File: src/rtl/signed_vector_normalize_pkg.sv
// Shared definitions for the signed vector normaliser.
//   - Component and vector widths and the derived datapath widths.
//   - Component slice helpers for the packed {x, y, z} vector.
//   - The FSM state encoding.
//   - A 19-bit magnitude helper. It is exact for the most negative component.
package signed_vector_normalize_pkg;

  localparam int COMP_W     = 19;              // signed Q8.10 component
  localparam int FRAC_W     = 10;              // fraction bits per component
  localparam int VEC_W      = 3 * COMP_W;      // packed {x, y, z}
  localparam int SUM_W      = 2 * COMP_W;      // x^2+y^2+z^2, 20 fraction bits
  localparam int DIVD_W     = COMP_W + FRAC_W; // |c| << FRAC_W
  localparam int SQRT_ITERS = SUM_W / 2;       // one root bit per two sum bits

  typedef enum logic [2:0] {
    S_IDLE   = 3'd0,
    S_SQUARE = 3'd1,
    S_SQRT   = 3'd2,
    S_DIV    = 3'd3,
    S_DONE   = 3'd4
  } state_t;

  function automatic logic [COMP_W-1:0] comp_x(input logic [VEC_W-1:0] v);
    return v[3*COMP_W-1:2*COMP_W];
  endfunction

  function automatic logic [COMP_W-1:0] comp_y(input logic [VEC_W-1:0] v);
    return v[2*COMP_W-1:COMP_W];
  endfunction

  function automatic logic [COMP_W-1:0] comp_z(input logic [VEC_W-1:0] v);
    return v[COMP_W-1:0];
  endfunction

  // Two's-complement magnitude read back as unsigned.
  // -2^18 maps to 2^18, which still fits in COMP_W unsigned bits.
  function automatic logic [COMP_W-1:0] abs_comp(input logic [COMP_W-1:0] c);
    return c[COMP_W-1] ? ((~c) + {{(COMP_W-1){1'b0}}, 1'b1}) : c;
  endfunction

endpackage

File: src/rtl/unsigned_restoring_divider.sv
// Iterative unsigned restoring divider, one quotient bit per cycle, MSB first.
// A division takes exactly DIVD_W (29) rising edges. The first bit is resolved
// on the same edge that samples start.
// Ports:
//   clk, rst_n   clock, asynchronous active-low reset
//   start        sample dividend/divisor and resolve the first quotient bit
//   dividend     DIVD_W-bit unsigned dividend
//   divisor      COMP_W-bit unsigned divisor, nonzero
//   busy         a division is in progress (start must stay low)
//   done         the cycle ending in the last iteration edge.
//                quotient is valid only while done is high.
//   quotient     DIVD_W-bit unsigned quotient, including the final bit
module unsigned_restoring_divider
  import signed_vector_normalize_pkg::*;
(
  input  logic              clk,
  input  logic              rst_n,
  input  logic              start,
  input  logic [DIVD_W-1:0] dividend,
  input  logic [COMP_W-1:0] divisor,
  output logic              busy,
  output logic              done,
  output logic [DIVD_W-1:0] quotient
);

  logic [4:0]        cnt;     // iterations completed so far
  logic [COMP_W-1:0] rem;
  logic [COMP_W-1:0] dsr;
  logic [DIVD_W-2:0] dvd;     // dividend bits not yet shifted in
  logic [DIVD_W-2:0] quo;     // quotient bits resolved so far

  logic [COMP_W-1:0] src_rem;
  logic [COMP_W-1:0] src_dsr;
  logic              src_bit;
  logic [COMP_W:0]   shifted;
  logic [COMP_W:0]   dsr_ext;
  logic              qbit;
  logic [COMP_W-1:0] next_rem;

  // On start the step works on the fresh operands rather than the registers.
  // This lets the load edge also resolve the first quotient bit.
  always_comb begin
    src_rem  = start ? '0 : rem;
    src_bit  = start ? dividend[DIVD_W-1] : dvd[DIVD_W-2];
    src_dsr  = start ? divisor : dsr;
    shifted  = {src_rem, src_bit};
    dsr_ext  = {1'b0, src_dsr};
    qbit     = (shifted >= dsr_ext);
    // A restored remainder is always below the divisor, so it fits COMP_W bits.
    next_rem = qbit ? COMP_W'(shifted - dsr_ext) : shifted[COMP_W-1:0];
  end

  assign done     = busy && (cnt == 5'(DIVD_W - 1));
  assign quotient = {quo, qbit};

  always_ff @(posedge clk or negedge rst_n) begin
    if (!rst_n) begin
      busy <= 1'b0;
      cnt  <= '0;
      rem  <= '0;
      dsr  <= '0;
      dvd  <= '0;
      quo  <= '0;
    end else if (start) begin
      busy <= 1'b1;
      cnt  <= 5'd1;
      rem  <= next_rem;
      dsr  <= divisor;
      dvd  <= dividend[DIVD_W-2:0];
      quo  <= {{(DIVD_W-2){1'b0}}, qbit};
    end else if (busy) begin
      rem <= next_rem;
      dvd <= {dvd[DIVD_W-3:0], 1'b0};
      quo <= {quo[DIVD_W-3:0], qbit};
      if (cnt == 5'(DIVD_W - 1)) begin
        busy <= 1'b0;
        cnt  <= '0;
      end else begin
        cnt <= cnt + 5'd1;
      end
    end
  end

endmodule

File: src/rtl/signed_vector_normalize.sv
// Iterative unit-vector stage for a packed 3x19-bit signed Q8.10 vector.
// Each vector goes through four steps:
//   - one squaring cycle;
//   - a 19-cycle restoring integer square root giving mag = floor(sqrt(S));
//   - three 29-cycle divisions q = floor((|c| << 10) / mag), in x, y, z order;
//   - each q takes the sign of its component, so it truncates toward zero.
// A zero-magnitude input skips straight to DONE with zero_vec set.
// Ports:
//   clk, rst_n          clock, asynchronous active-low reset
//   in_valid/in_ready   input handshake; in_vector = {x, y, z}
//   out_valid/out_ready output handshake; out_vector = normalised {x, y, z}
//   zero_vec            input had zero magnitude, out_vector is 0
//   state_dbg           current FSM state (state_t encoding)
//
// Handshake: a transfer happens on a rising edge where valid && ready are both
// high. The producer keeps valid (and data) until then. ready never depends
// combinationally on valid. in_ready is high only in IDLE. out_valid is high
// only in DONE, with out_vector/zero_vec held stable. After an output transfer
// in_ready rises on the next edge. Accept and output never overlap.
module signed_vector_normalize
  import signed_vector_normalize_pkg::*;
(
  input  logic             clk,
  input  logic             rst_n,
  input  logic             in_valid,
  output logic             in_ready,
  input  logic [VEC_W-1:0] in_vector,
  output logic             out_valid,
  input  logic             out_ready,
  output logic [VEC_W-1:0] out_vector,
  output logic             zero_vec,
  output logic [2:0]       state_dbg
);

  state_t            state;
  logic [COMP_W-1:0] cx, cy, cz;
  logic [SUM_W-1:0]  sq_bits;   // radicand, consumed two bits per cycle
  logic [COMP_W+1:0] sq_rem;
  logic [COMP_W-1:0] root;
  logic [COMP_W-1:0] mag;
  logic [4:0]        sq_cnt;
  logic [1:0]        comp_idx;  // 0 = x, 1 = y, 2 = z

  logic [COMP_W-1:0] ax, ay, az;
  logic [SUM_W-1:0]  sum_sq;
  logic [COMP_W+3:0] sq_shifted;
  logic [COMP_W+3:0] sq_trial;
  logic              sq_ge;
  logic [COMP_W+1:0] sq_next_rem;
  logic [COMP_W-1:0] root_next;

  logic              div_start;
  logic              div_busy;
  logic              div_done;
  logic [DIVD_W-1:0] div_quotient;
  logic [COMP_W-1:0] sel_c;
  logic [COMP_W-1:0] q_low;
  logic [COMP_W-1:0] div_result;
  logic              unused_q_hi;

  assign state_dbg = state;

  // The sum of squares is at most 3*2^36, which fits SUM_W bits.
  always_comb begin
    ax     = abs_comp(cx);
    ay     = abs_comp(cy);
    az     = abs_comp(cz);
    sum_sq = SUM_W'(ax) * SUM_W'(ax) + SUM_W'(ay) * SUM_W'(ay) + SUM_W'(az) * SUM_W'(az);
  end

  // One restoring square-root step.
  // Bring down the next two radicand bits and trial-subtract (root << 2) | 1.
  // A restored remainder never exceeds 2*root, so it fits COMP_W+2 bits.
  always_comb begin
    sq_shifted  = {sq_rem, sq_bits[SUM_W-1:SUM_W-2]};
    sq_trial    = {2'b00, root, 2'b01};
    sq_ge       = (sq_shifted >= sq_trial);
    sq_next_rem = sq_ge ? (COMP_W+2)'(sq_shifted - sq_trial) : sq_shifted[COMP_W+1:0];
    root_next   = {root[COMP_W-2:0], sq_ge};
  end

  // The divider is restarted whenever it is idle in DIV.
  // The component index has already advanced by then.
  always_comb begin
    div_start = (state == S_DIV) && !div_busy;
    case (comp_idx)
      2'd0:    sel_c = cx;
      2'd1:    sel_c = cy;
      default: sel_c = cz;
    endcase
    // mag >= |c|, so the quotient never exceeds 1024 and fits COMP_W bits.
    q_low       = div_quotient[COMP_W-1:0];
    div_result  = sel_c[COMP_W-1] ? ((~q_low) + {{(COMP_W-1){1'b0}}, 1'b1}) : q_low;
    unused_q_hi = ^div_quotient[DIVD_W-1:COMP_W];
  end

  unsigned_restoring_divider u_div (
    .clk      (clk),
    .rst_n    (rst_n),
    .start    (div_start),
    .dividend ({abs_comp(sel_c), {FRAC_W{1'b0}}}),
    .divisor  (mag),
    .busy     (div_busy),
    .done     (div_done),
    .quotient (div_quotient)
  );

  always_ff @(posedge clk or negedge rst_n) begin
    if (!rst_n) begin
      state      <= S_IDLE;
      in_ready   <= 1'b1;
      out_valid  <= 1'b0;
      out_vector <= '0;
      zero_vec   <= 1'b0;
      cx         <= '0;
      cy         <= '0;
      cz         <= '0;
      sq_bits    <= '0;
      sq_rem     <= '0;
      root       <= '0;
      mag        <= '0;
      sq_cnt     <= '0;
      comp_idx   <= '0;
    end else begin
      case (state)
        S_IDLE: begin
          if (in_valid && in_ready) begin
            cx         <= comp_x(in_vector);
            cy         <= comp_y(in_vector);
            cz         <= comp_z(in_vector);
            in_ready   <= 1'b0;
            out_vector <= '0;
            zero_vec   <= 1'b0;
            state      <= S_SQUARE;
          end
        end
        S_SQUARE: begin
          if (sum_sq == '0) begin
            zero_vec   <= 1'b1;
            out_vector <= '0;
            out_valid  <= 1'b1;
            state      <= S_DONE;
          end else begin
            sq_bits <= sum_sq;
            sq_rem  <= '0;
            root    <= '0;
            sq_cnt  <= '0;
            state   <= S_SQRT;
          end
        end
        S_SQRT: begin
          sq_rem  <= sq_next_rem;
          root    <= root_next;
          sq_bits <= {sq_bits[SUM_W-3:0], 2'b00};
          if (sq_cnt == 5'(SQRT_ITERS - 1)) begin
            mag      <= root_next;
            comp_idx <= 2'd0;
            state    <= S_DIV;
          end else begin
            sq_cnt <= sq_cnt + 5'd1;
          end
        end
        S_DIV: begin
          if (div_done) begin
            case (comp_idx)
              2'd0:    out_vector[3*COMP_W-1:2*COMP_W] <= div_result;
              2'd1:    out_vector[2*COMP_W-1:COMP_W]   <= div_result;
              default: out_vector[COMP_W-1:0]          <= div_result;
            endcase
            if (comp_idx == 2'd2) begin
              out_valid <= 1'b1;
              state     <= S_DONE;
            end else begin
              comp_idx <= comp_idx + 2'd1;
            end
          end
        end
        S_DONE: begin
          if (out_ready) begin
            out_valid <= 1'b0;
            in_ready  <= 1'b1;
            state     <= S_IDLE;
          end
        end
        default: state <= S_IDLE;
      endcase
    end
  end

endmodule

File: config.mk
export PLATFORM = sky130hd
export DESIGN_NAME = signed_vector_normalize
export DESIGN_NICKNAME = d
export VERILOG_FILES = /design/src/rtl/signed_vector_normalize_pkg.sv /design/src/rtl/unsigned_restoring_divider.sv /design/src/rtl/signed_vector_normalize.sv
export SDC_FILE = /design/constraint.sdc
export NUM_CORES = 2
export LEC_CHECK = 0
export BUFFER_PORTS_ARGS = -buffer_cell sky130_fd_sc_hd__buf_2
export CAP_MARGIN = 40
export CELL_PAD_IN_SITES_DETAIL_PLACEMENT = 0
export CELL_PAD_IN_SITES_GLOBAL_PLACEMENT = 1
export CORE_ASPECT_RATIO = 0.5
export CORE_MARGIN = 5
export CORE_UTILIZATION = 52
export DETAILED_ROUTE_END_ITERATION = 7
export PLACE_DENSITY = 0.84
export SYNTH_ARGS = -nofsm -noshare
export SYNTH_HDL_FRONTEND = slang
export SYNTH_SLANG_ARGS = --single-unit
export TNS_END_PERCENT = 1
File: constraint.sdc
create_clock -name clk -period 15.4 [get_ports clk]
set_clock_uncertainty 0.2 [all_clocks]
set_input_delay 2.31 -clock clk [delete_from_list [all_inputs] [get_ports clk]]
set_output_delay 2.31 -clock clk [all_outputs]
set_load 0.1 [all_outputs]
==> flow_summary.toml <==
[run_status]
status = "complete, no violations"

[logic_synthesis]
synth-seq-area-share_pct = 16.5
synth_ff_type = "dfrtp_1"
synthCells = 4721
async_reset_ff_share_pct = 100
yosys.area.top_type = "fa_1"
synth.most_common_cell = "inv_1"
synth_warnings = 0
synth_top_cell_area_share_pct = 39.2
syn_avg_cell_area_um2 = 9.79
synthTopCellsByCount = "inv_1 (1014), fa_1 (904), nand2_1 (423)"
synth.area.top_cells = "fa_1 (39%), dfrtp_1 (16%), ha_1 (9.7%)"
synth_seq_cells = 304
synth-edff-count = 0
syn-cell-area_um2 = 46200
synth_cell_types = 85

[global_routing]
grt_pass1_wl_um = 205000
grt_pass1_vias = 36298
grt_max_degree = 76
overflow = 0
antenna_found_initial = 1
grt_util_all_layers_pct = 27.6

[floorplan]
die_y_um = 221
die_w_um = 432
initial_core_util_pct = 52.4
num_io_pins = 124
die_area_um2 = 95300
core_area_um2 = 88200
rows = 77

[place]
dp_hpwl_um = 109000
pre_cts_slack_ps = 2170
place.gp.congestion = 0.999
portBuffers = 123

[clocking]
tritoncts = "yes"
cts.sinks = 304
h-tree-depth = 2
clk_latency_ps = 560
ctsRootBufferMaster = "clkbuf_16"
hold_buffers = 0
postCtsSetupBuffers = 0
numCtsBuffers = 36
post_cts_resized = 0
clock_tree.buffer_depth = 3
path_clk_slew_ps = 60

[cells_and_area]
multi_input_area_um2 = 34300
nNetsFinal = 6165
synthToLayoutAreaGrowth_pct = 7.89
regArea_um2 = 7610
fin_util_pct = 56.5
final_layout_size_suffix_gt1_share_pct = 8.13
n_fill_cell = 7847

[pwr]
power.switching_uw = 625
sw_frac_of_total_pct = 29.3
clkPwrFrac_pct = 41.8
ir_drop_uv = 80.1
intPower_uw = 1510
power_density_nw_per_um2 = 42.7
power_leakage_uw = 0.0219
seq_power_share_pct = 38.4
p_comb_share_pct = 19.8

[detailed_routing]
vias = 33430
drt_iter0_drc = 2603
detail_route.first_pass.iterations = 6
routed_via_density = 5.52
postRouteAntennaNets = 0
routed_wl_um = 129000
drc = 0
detail_route.wl_per_cell_um = 21.2

[timing]
final_hold_viol_count = 0
setup_viol = 0
tns_ps = 0
report.final.slew_viol_count = 0
rsz0062_at_grt = "no"
fin_hold_ws_ps = 279
post-route-period-util_pct = 87.0
fin_ws_ps = 2000
slew_headroom_pct = 35.4
worst_pin_slew_ps = 962
finalCriticalPeriod_ps = 13400
max_freq_mhz = 74.6

[setup_path]
cp.required_ps = 15690
cp_top_family = "adder cells"
crit_fanout = 31
crit_slowest_cell = "inv_1"
r2r_setup_slack_ps = 2000
path_class = "reg -> reg"
crit_path_start_kind = "flip-flop"
worstPathArrival_ps = 13700
crit_top_cell = "fa_1"
worst-path-buf-inv = 7
end_kind = "flip-flop"
crit_path_max_incr_delay_ps = 690

[min_path]
hold_class = "reg -> reg"

[job]
cap_violations = 0
## worst paths after layout
| path | startpoint | to | cells past startpoint |
|---|---|---|---|
| max | cz[0] | out_vector[16] | 34 |
| min | zero_vec | zero_vec | 2 |
| max reg2reg | cz[0] | out_vector[16] | 34 |
| min reg2reg | zero_vec | zero_vec | 2 |
| max in group asynchronous | rst_n | sq_bits[13] | 5 |
| min in group asynchronous | rst_n | cz[9] | 1 |
## per-stage QoR
| stage | power [uW] | instances | cell area, um2 |
|---|---|---|---|
| after global routing | 2220 | 6053 | 49900 |
| after global placement | 1240 | 5973 | 48400 |
| after detailed placement | 1250 | 5987 | 48600 |
| after CTS | 2140 | 6052 | 49900 |
| final | 2130 | 6054 | 49900 |
| after floorplan | 1110 | 4761 | 46400 |
## cell usage in the layout (no fill, tap or decap), types with 29 or more instances in the layout
cell type and instances:
a21oi_1 128, a22o_1 29, buf_2 122, buf_4 70
clkbuf_16 36, conb_1 42, dfrtp_1 302, fa_1 904
ha_1 359, inv_1 1014, mux2_2 77, mux2i_1 41
nand2_1 420, nand3_1 41, nor2_1 387, nor3_1 35
o21ai_0 149, o2bb2ai_1 65, or2_2 29, xnor2_1 86
xor2_1 71
## state kept, by name, summed over array words and instances, names as in the netlist, 2 cells and up
signal / cells
out_vector: 57
sq_bits: 38
sq_rem: 21
cx: 19
cy: 19
cz: 19
mag: 19
root: 19
u_div.dsr: 19
u_div.rem: 19
u_div.dvd: 18
u_div.quo: 18
sq_cnt: 5
u_div.cnt: 5
state_dbg: 3
comp_idx: 2
## layer usage
metal / wire length, um / share of wire [%] / GRT usage (%)
met1: 53200 / 41 / 38.0
met2: 59700 / 46 / 43.9
met3: 11500 / 9.0 / 6.59
met4: 4220 / 3.3 / 8.22
met5: 13 / 0.010 / 0
## tightest hold or removal path, cell delays in order (launching register included)
cell and delay, ps:
dfrtp_1 340, nand2_1 50, nand2_1 50
## cells by family (layout without fill, tap and decap cells)
kind of cell	Yosys count	count (layout)	synth area share (%)
and+or+nand+nor	1091	1091	10.4
buffers and inverters	1188	1295	9.72
AOI/OAI and AO/OA	593	593	8.66
other	2	43	0.0162
DFF	304	304	16.5
muxes	119	119	2.79
xor gates and xnor gates	161	161	3.08
adders and majority gates	1263	1263	48.9
## cell type report
class,instances,share of cell area [%]
clock buffer,48,2.00
antenna,1,0.00502
sequential,304,15.3
timing repair buffer,203,2.72
tap,1185,2.97
multi-input combinational,3269,68.8
inverter,1027,7.73
clock inverter,17,0.472
## power by group through the flow
stage / Sequential [uW] / Combinational [uW] / Clock, uW
floorplan: 830 / 284 / 0
global placement: 832 / 409 / 0
detailed placement: 832 / 414 / 0
CTS: 818 / 417 / 905
global route: 819 / 465 / 938
finish: 818 / 421 / 890
Power figures use the tool's default switching activity.
